`src/rtl/field_merge_engine.sv`:
```
// Sequential field merge: scans a BLK_N x BLK_N block matrix one cell per clock and
// overlays, checks or erases it on a FIELD_W x FIELD_H playfield bitmap.
module field_merge_engine #(
  parameter int unsigned FIELD_W = 20,
  parameter int unsigned FIELD_H = 20,
  parameter int unsigned BLK_N   = 4,
  parameter int unsigned POS_W   = 5,
  localparam int unsigned HC_W   = $clog2(BLK_N * BLK_N + 1)
) (
  input  logic                       clk,
  input  logic                       rst_n,
  input  logic                       i_start,
  input  logic [1:0]                 i_mode,
  input  logic [POS_W-1:0]           i_block_pos_x,
  input  logic [POS_W-1:0]           i_block_pos_y,
  input  logic [BLK_N*BLK_N-1:0]     i_block_matrix,
  input  logic [FIELD_W*FIELD_H-1:0] i_field_background,
  output logic                       o_busy,
  output logic                       o_done,
  output logic                       o_collision,
  output logic [HC_W-1:0]            o_hit_count,
  output logic [FIELD_W*FIELD_H-1:0] o_field_display
);

  localparam int unsigned NCELL = BLK_N * BLK_N;
  localparam int unsigned NBITS = FIELD_W * FIELD_H;
  localparam int unsigned BXW   = (BLK_N > 1) ? $clog2(BLK_N) : 1;
  localparam int unsigned CIW   = (NCELL > 1) ? $clog2(NCELL) : 1;
  localparam int unsigned FIW   = (NBITS > 1) ? $clog2(NBITS) : 1;
  localparam int unsigned AW    = POS_W + 1;

  localparam logic [1:0] ModeMerge = 2'd1;
  localparam logic [1:0] ModeClear = 2'd2;

  typedef enum logic [1:0] {
    StIdle,
    StScan,
    StDone
  } state_e;

  state_e                r_state;
  logic [1:0]            r_mode;
  logic [POS_W-1:0]      r_pos_x;
  logic [POS_W-1:0]      r_pos_y;
  logic [NCELL-1:0]      r_matrix;
  logic [BXW-1:0]        r_bx;
  logic [BXW-1:0]        r_by;
  logic                  r_busy;
  logic                  r_done;
  logic                  r_collision;
  logic [HC_W-1:0]       r_hit_count;
  logic [NBITS-1:0]      r_field;

  logic [AW-1:0]         w_fx;
  logic [AW-1:0]         w_fy;
  logic [FIW-1:0]        w_idx;
  logic [CIW-1:0]        w_cell;
  logic                  w_oob;
  logic                  w_occ;
  logic                  w_cur;
  logic                  w_hit;
  logic                  w_wr_en;
  logic                  w_last_col;
  logic                  w_last;

  // Address is widened by one bit so a position near the edge plus b_x cannot wrap.
  always_comb begin
    w_fx       = AW'(r_pos_x) + AW'(r_bx);
    w_fy       = AW'(r_pos_y) + AW'(r_by);
    w_oob      = (32'(w_fx) >= FIELD_W) || (32'(w_fy) >= FIELD_H);
    w_idx      = FIW'(32'(w_fy) * FIELD_W + 32'(w_fx));
    w_cell     = CIW'(32'(r_by) * BLK_N + 32'(r_bx));
    w_occ      = r_matrix[w_cell];
    w_cur      = w_oob ? 1'b0 : r_field[w_idx];
    // CLEAR flags erasing an absent cell; CHECK/MERGE flag an occupied one.
    w_hit      = w_occ & (w_oob | ((r_mode == ModeClear) ? ~w_cur : w_cur));
    w_wr_en    = w_occ & ~w_oob & ((r_mode == ModeMerge) | (r_mode == ModeClear));
    w_last_col = (r_bx == BXW'(BLK_N - 1));
    w_last     = w_last_col && (r_by == BXW'(BLK_N - 1));
  end

  always_ff @(posedge clk or negedge rst_n) begin
    if (!rst_n) begin
      r_state     <= StIdle;
      r_mode      <= 2'd0;
      r_pos_x     <= '0;
      r_pos_y     <= '0;
      r_matrix    <= '0;
      r_bx        <= '0;
      r_by        <= '0;
      r_busy      <= 1'b0;
      r_done      <= 1'b0;
      r_collision <= 1'b0;
      r_hit_count <= '0;
      r_field     <= '0;
    end else begin
      r_done <= 1'b0;
      unique case (r_state)
        StIdle: begin
          if (i_start) begin
            r_mode      <= i_mode;
            r_pos_x     <= i_block_pos_x;
            r_pos_y     <= i_block_pos_y;
            r_matrix    <= i_block_matrix;
            r_field     <= i_field_background;
            r_collision <= 1'b0;
            r_hit_count <= '0;
            r_bx        <= '0;
            r_by        <= '0;
            r_busy      <= 1'b1;
            r_state     <= StScan;
          end
        end
        StScan: begin
          if (w_hit) begin
            r_collision <= 1'b1;
            r_hit_count <= r_hit_count + HC_W'(1);
          end
          if (w_wr_en) begin
            r_field[w_idx] <= (r_mode == ModeMerge);
          end
          if (w_last_col) begin
            r_bx <= '0;
            r_by <= r_by + 1'b1;
          end else begin
            r_bx <= r_bx + 1'b1;
          end
          if (w_last) begin
            r_busy  <= 1'b0;
            r_done  <= 1'b1;
            r_state <= StDone;
          end
        end
        StDone: begin
          r_state <= StIdle;
        end
        default: begin
          r_state <= StIdle;
        end
      endcase
    end
  end

  assign o_busy          = r_busy;
  assign o_done          = r_done;
  assign o_collision     = r_collision;
  assign o_hit_count     = r_hit_count;
  assign o_field_display = r_field;

endmodule

```
`config.mk`:
```
export PLATFORM = sky130hd
export DESIGN_NAME = field_merge_engine
export DESIGN_NICKNAME = d
export VERILOG_FILES = /design/src/rtl/field_merge_engine.sv
export SDC_FILE = /design/constraint.sdc
export NUM_CORES = 2
export LEC_CHECK = 0
export BUFFER_PORTS_ARGS = -buffer_cell sky130_fd_sc_hd__buf_4
export CELL_PAD_IN_SITES_DETAIL_PLACEMENT = 0
export CELL_PAD_IN_SITES_GLOBAL_PLACEMENT = 1
export CORE_AREA = 4 4 323 325
export DETAILED_ROUTE_END_ITERATION = 16
export DIE_AREA = 0 0 327 329
export PLACE_DENSITY_LB_ADDON = 0.1
export SLEW_MARGIN = 20
export SYNTH_ARGS = -nofsm -noshare
export SYNTH_HDL_FRONTEND = slang
export SYNTH_SLANG_ARGS = --single-unit
```
`constraint.sdc`:
```
create_clock -name clk -period 6.3 [get_ports clk]
set_clock_uncertainty 0.15 [all_clocks]
set_input_delay 0.63 -clock clk [delete_from_list [all_inputs] [get_ports clk]]
set_output_delay 0.63 -clock clk [all_outputs]
set_load 0.01 [all_outputs]
```
-- Word-level counts from Yosys, hierarchy flattened
Cells that the tools add are included.
- bits in registers: 442
- input bits: 431
- output and inout bits: 408
- add/sub/neg operators: 7
- $mul: 1
- magnitude comparators: 5
- equal/unequal tests: 10
- mux-type cells: 31
- bitwise gates (word level): 7
- reductions and logical operators: 12
- operator list (cell ; number):
    $mux W400 ; 2
    $pmux W400 S2 ; 1
    $bwmux W400 ; 1
    $add A5 B2 Y6 ; 2
    $ge A6 B5 Y1 const B ; 2
    $pmux W2 S2 ; 3
    $reduce_and A3 Y1 ; 4
    $mux W1 ; 11
    $lt A9 B10 Y1 const B ; 1
    $mux W2 ; 5
    $mux W5 ; 2
    $ne A2 B2 Y1 const B ; 5
    $pmux W5 S2 ; 1
    $add A9 B6 Y9 ; 1
    $bmux W1 S9 ; 1
    $demux W1 S9 ; 1
    $ge A9 B1 Y1 const B ; 1
    $mul A6 B3 Y7 const B ; 1
    $eq A2 B2 Y1 const B ; 3
    $reduce_and A2 Y1 ; 3
    $add A5 B1 Y5 const B ; 1
    $lt A4 B5 Y1 const B ; 1
    $add A2 B1 Y2 const B ; 2
    $add A4 B2 Y4 ; 1
    other kinds (10) ; 17

-- Depth between registers and ports, before layout
- depth after elaboration: 12
- depth in mapped cells: 18
- depth with buffers taken out: 16

-- Least setup slack after synthesis
OpenSTA, ideal clock, no wires.
- path type: register -> register
- start: register r_bx[0]
- end: register r_hit_count[1], in the netlist o_hit_count[1]
- setup time: 0.079 ns
- arrival: 4.389 ns
- slack: 1.681 ns
- cell stages (with the launch flop): 16
- path buffers: 3
- cells stage by stage: dfrtp_1 -> ha_1 -> fa_1 -> xor2_1 -> ha_1 -> fa_1 -> buf_2 -> inv_1 -> clkbuf_1 -> mux4_2 -> a311o_1 -> o41a_1 -> a311oi_1 -> or3_1 -> buf_2 -> mux2i_1
- cells in the longest elaborated chain, start to end: 11
- elaborated cells on any way between the ends: 16
- those cells by class: add/sub: 3; order compare: 1; eq/ne: 1; mux: 6; bitwise: 3; reduce/logical: 2
- RTL lines (element ; line ; RTL):
    start, declared ; 46 ; logic [BXW-1:0] r_bx;
    start signal, assigned ; 126 ; r_bx <= r_bx + 1'b1;
    $add A5 B2 Y6 ; 68 ; w_fx = AW'(r_pos_x) + AW'(r_bx);
    $add A9 B6 Y9 ; 71 ; w_idx = FIW'(32'(w_fy) * FIELD_W + 32'(w_fx));
    $bmux W1 S9 ; 74 ; w_cur = w_oob ? 1'b0 : r_field[w_idx];
    $mux W1 (implied by the code) ; 74 ;
    $mux W1 ; 74 ;
    $not A1 Y1 ; 76 ; w_hit = w_occ & (w_oob | ((r_mode == ModeClear) ? ~w_cur : w_cur));
    $mux W1 ; 76 ;
    $or A1 B1 Y1 ; 76 ;
    $and A1 B1 Y1 * ; 76 ;
    $ne A2 B2 Y1 (no line) * ; n/a ;
    $reduce_and A3 Y1 (no line) * ; n/a ;
    end signal, assigned ; 117 ; r_hit_count <= r_hit_count + HC_W'(1);
    end, declared ; 51 ; logic [HC_W-1:0] r_hit_count;
Every way passes the cells marked *; elsewhere a longest branch is shown, timed or not. The select of a mux whose other input is x is not followed.
A chain may end at the register's enable or synchronous reset.

-- Final worst setup path
- start: register r_by[0]
- end: register r_hit_count[1], in the netlist o_hit_count[1]
- cells in the longest elaborated chain, start to end: 12
- elaborated cells on any way between the ends: 17
- those cells by class: add/sub: 3; mul: 1; order compare: 1; eq/ne: 1; mux: 6; bitwise: 3; reduce/logical: 2
- RTL lines (element ; line ; RTL):
    start, declared ; 47 ; logic [BXW-1:0] r_by;
    start signal, assigned ; 124 ; r_by <= r_by + 1'b1;
    $add A5 B2 Y6 ; 69 ; w_fy = AW'(r_pos_y) + AW'(r_by);
    $mul A6 B3 Y7 ; 71 ;
    $add A9 B6 Y9 ; 71 ;
    $bmux W1 S9 ; 74 ;
    $mux W1 (implied by the code) ; 74 ;
    $mux W1 ; 74 ;
    $not A1 Y1 ; 76 ;
    $mux W1 ; 76 ;
    $or A1 B1 Y1 ; 76 ;
    $and A1 B1 Y1 * ; 76 ;
    $ne A2 B2 Y1 (no line) * ; n/a ;
    $reduce_and A3 Y1 (no line) * ; n/a ;
Marks and branches as above.

==> impl_metrics.csv <==
group,metric,value,unit
critical_path,cp_slowest_cell,"nor2_1",
finish,final_util,0.379,
finish,area_delta_synth_final,34.6,%
critical_path,crit_path_max_fanout,10,
critical_path,timing.critical_path.from,"r_by[0]",
clock_network,cts_tree,"built",
routing,viasPerCell,5.58,
min_path,min_path_cells,3,
placed_design,dp_hpwl,122,mm
synth,yosysWarningCount,0,
grt,grt_max_degree,209,
synth,ys_types,59,
floorplan,die_y,329,um
status,outcome,"complete, no violations",
synth,synth-compound-area-share,0.186,
critical_path,max_stage_delay,0.83,ns
routing,first_pass_iters,6,
critical_path,r2r_end,"o_hit_count[1]",
finish,multi_input_area,16300,um^2
clock_network,cts_buffer_depth,3,
timing,worst_pin_slew,1.18,ns
clock_network,postCtsSetupBuffers,0,
critical_path,worst_setup_path_end_kind,"flop",
synth,ys_seq_area_frac,0.387,
critical_path,worstRegToRegCells,14,
synth,synth_top_family_by_area,"multiplexers",
critical_path,cp.required,6.73,ns
floorplan,dieArea,108000,um^2
clock_network,h-tree-depth,2,
floorplan,core_area,101000,um^2
placed_design,place_congestion,0.856,
timing,drv_slew,0,
critical_path,worstPathArrival,6.37,ns
grt,grt_pass1_vias,29988,
min_path,hp-class,"in -> reg",
synth,netlist_instances,3297,
critical_path,reg2reg_slack,0.36,ns
grt,overflow,0,
synth,synthAdderAreaFrac,0.0116,
synth,ys.flop_type,"dfrtp_1",
timing,finalHoldViolations,0,
timing,setup_viol,0,
grt,grt_usage,0.320,
timing,post-route-min-period,5.94,ns
clock_network,cts-root-buf,"clkbuf_16",
routing,ant_nets,0,
finish,nets,4433,
clock_network,numCtsBuffers,59,
clock_network,clkSinkCount,442,
timing,final.setup.tns,0,ns
routing,wl_per_cell,33.2,um
critical_path,cp-start-kind,"flop",
synth,synthMuxAreaShare,0.223,
synth,syn_area,28600,um^2
floorplan,die_w,327,um
critical_path,critPathMostFrequentCell,"ha_1",
min_path,hold_end,"r_matrix[14]",
floorplan,row_count,117,
synth,syn_nets,3752,
critical_path,crit_chain,"ha_1, fa_1, xor2_1, ha_1, ha_1, nand3_1, a21oi_1, o21ai_0, xor2_1, nor2_1, o211ai_1, a311oi_1, or3_1, mux2i_1",
routing,routed_wl,180,mm
finish,n_fill_cell,10684,
floorplan,start_util,0.282,
synth,synth-simple-area-share,0.137,
grt,grt_pass1_wl,246,mm
timing,fin_crit_sh,0.942,
critical_path,critPathBufInv,0,
routing,vias,30150,
floorplan,io_pins,839,
grt,antenna_found_initial,27,
timing,max_freq,168,MHz
min_path,hold_start,"i_block_matrix[14]",
critical_path,cp_top_family,"compound AO/OA/AOI/OAI gates",
clock_network,clk_pin_slew,0.06,ns
critical_path,rr_startpoint,"r_by[0]",
critical_path,crit_type,"reg -> reg",
finish,final_layout_size_suffix_gt1_frac,0.373,
finish,regArea,11100,um^2
timing,max_slew_margin,0.216,
synth,synthXorXnorAreaFrac,0.00582,
synth,synth-seq-cells,442,
synth,synth_edf_count,0,
routing,first_iter_violations,2795,
run,drv_cap,0,
timing,grt_setup_unrepaired,"no",
routing,drcViolationCount,0,
clock_network,clk_latency,0.68,ns
placed_design,io_buffer_count,838,
synth,syn-mean-instance-area,8.67,um^2
synth,synthArstFlopShare,1.00,
worst max-delay path by stage:
| stage | depth (start not counted) | slack [ns] | endpoint |
|---|---|---|---|
| after floorplan | 15 | 1.68 | o_hit_count[1] |
| after global placement | 14 | 0.56 | o_hit_count[2] |
| after detailed placement | 14 | 0.48 | o_hit_count[2] |
| after CTS | 14 | 0.42 | o_hit_count[1] |
| after global routing | 16 | 0.08 | o_hit_count[3] |
| final | 14 | 0.36 | o_hit_count[1] |
logic make-up after synthesis:
kind of cell | count (synthesis)
fa+ha+maj | 24
compound gates | 1009
flops | 442
buf+inv | 349
xor+xnor | 19
simple gates | 984
mux | 470
registers in the layout, indices dropped and copies added (netlist names):
signal / cells
o_done: 1
r_by: 2
r_bx: 2
r_matrix: 16
o_busy: 1
o_field_display: 400
r_pos_y: 5
o_hit_count: 5
o_collision: 1
r_state: 2
r_pos_x: 5
r_mode: 2
placed cells by master (no fill, tap or decap), types with 13 or more instances in the layout:
cell type | netlist | layout
buf_4 | 5 | 927
dlygate4sd3_1 | 0 | 15
clkbuf_8 | 0 | 18
a31oi_1 | 68 | 68
mux2_2 | 329 | 329
o21ai_0 | 739 | 739
ha_1 | 20 | 18
a22oi_1 | 19 | 19
nor2_1 | 84 | 83
mux2i_1 | 34 | 34
clkbuf_16 | 0 | 59
nand3_1 | 32 | 28
a21oi_1 | 141 | 140
nand4_1 | 24 | 24
clkbuf_1 | 298 | 16
dfrtp_1 | 442 | 442
nand2_1 | 801 | 789
mux4_2 | 101 | 101
buf_12 | 1 | 13
synthesized netlist by cell type, drive strengths merged (4+ instances only):
library cell / number / area share
dfrtp: 442 / 0.39
nor3: 5 / 0.00087
clkbuf: 298 / 0.039
xnor2: 12 / 0.0037
nand2: 801 / 0.11
mux2i: 34 / 0.012
nand4: 24 / 0.0053
mux2: 335 / 0.13
nor2b: 7 / 0.0015
a211oi: 5 / 0.0013
ha: 20 / 0.0088
and3: 6 / 0.0013
a21oi: 141 / 0.025
mux4: 101 / 0.080
a2111oi: 5 / 0.0020
nor2: 84 / 0.011
and2: 9 / 0.0020
or2: 5 / 0.0011
xor2: 7 / 0.0021
o21ai: 744 / 0.13
buf: 38 / 0.0090
inv: 13 / 0.0017
o22ai: 5 / 0.0011
fa: 4 / 0.0028
a22oi: 19 / 0.0050
a31oi: 68 / 0.015
nand3: 32 / 0.0056
final cells by class:
type,instances,area share
flip-flops and latches,442,0.287
multi-input cells,2506,0.423
clock buffers,93,0.0464
repair buffers,956,0.192
clock inverters,18,0.00497
well taps,1368,0.0445
diodes,10,0.000650
inverters,13,0.00127
routing by layer:
| metal | global-route usage | vias up | part of all wire |
|---|---|---|---|
| li1 | - | 13036 | - |
| met1 | 0.409 | 15528 | 0.41 |
| met2 | 0.539 | 1320 | 0.48 |
| met3 | 0.0742 | 256 | 0.078 |
| met4 | 0.101 | 10 | 0.036 |
| met5 | 0 | - | 0.00031 |
through the flow:
stage	instance area, um^2	setup slack [ns]	std cells	hold slack [ns]
2_1_floorplan	28600	1.68	3297	0.184
3_3_place_gp	36300	0.557	5270	0.310
3_5_place_dp	36300	0.479	5270	0.311
4_1_cts	38500	0.422	5396	0.000655
5_1_grt	38500	0.0809	5397	0.0131
6_report	38500	0.363	5406	0.0469
tightest hold or removal path, stage by stage:
cell and delay, ns:
buf_4 0.08, nand2_1 0.05, nand2_1 0.05
repair_timing:
item / CTS / global route
hold buffers: 15 / 0
hold endpoints to repair: 75 / 0
resized for setup: 0 / 0
Power is left out: the tool's default activity adds up to more than one toggle a clock period on the data nets, which glitch-free logic cannot reach.
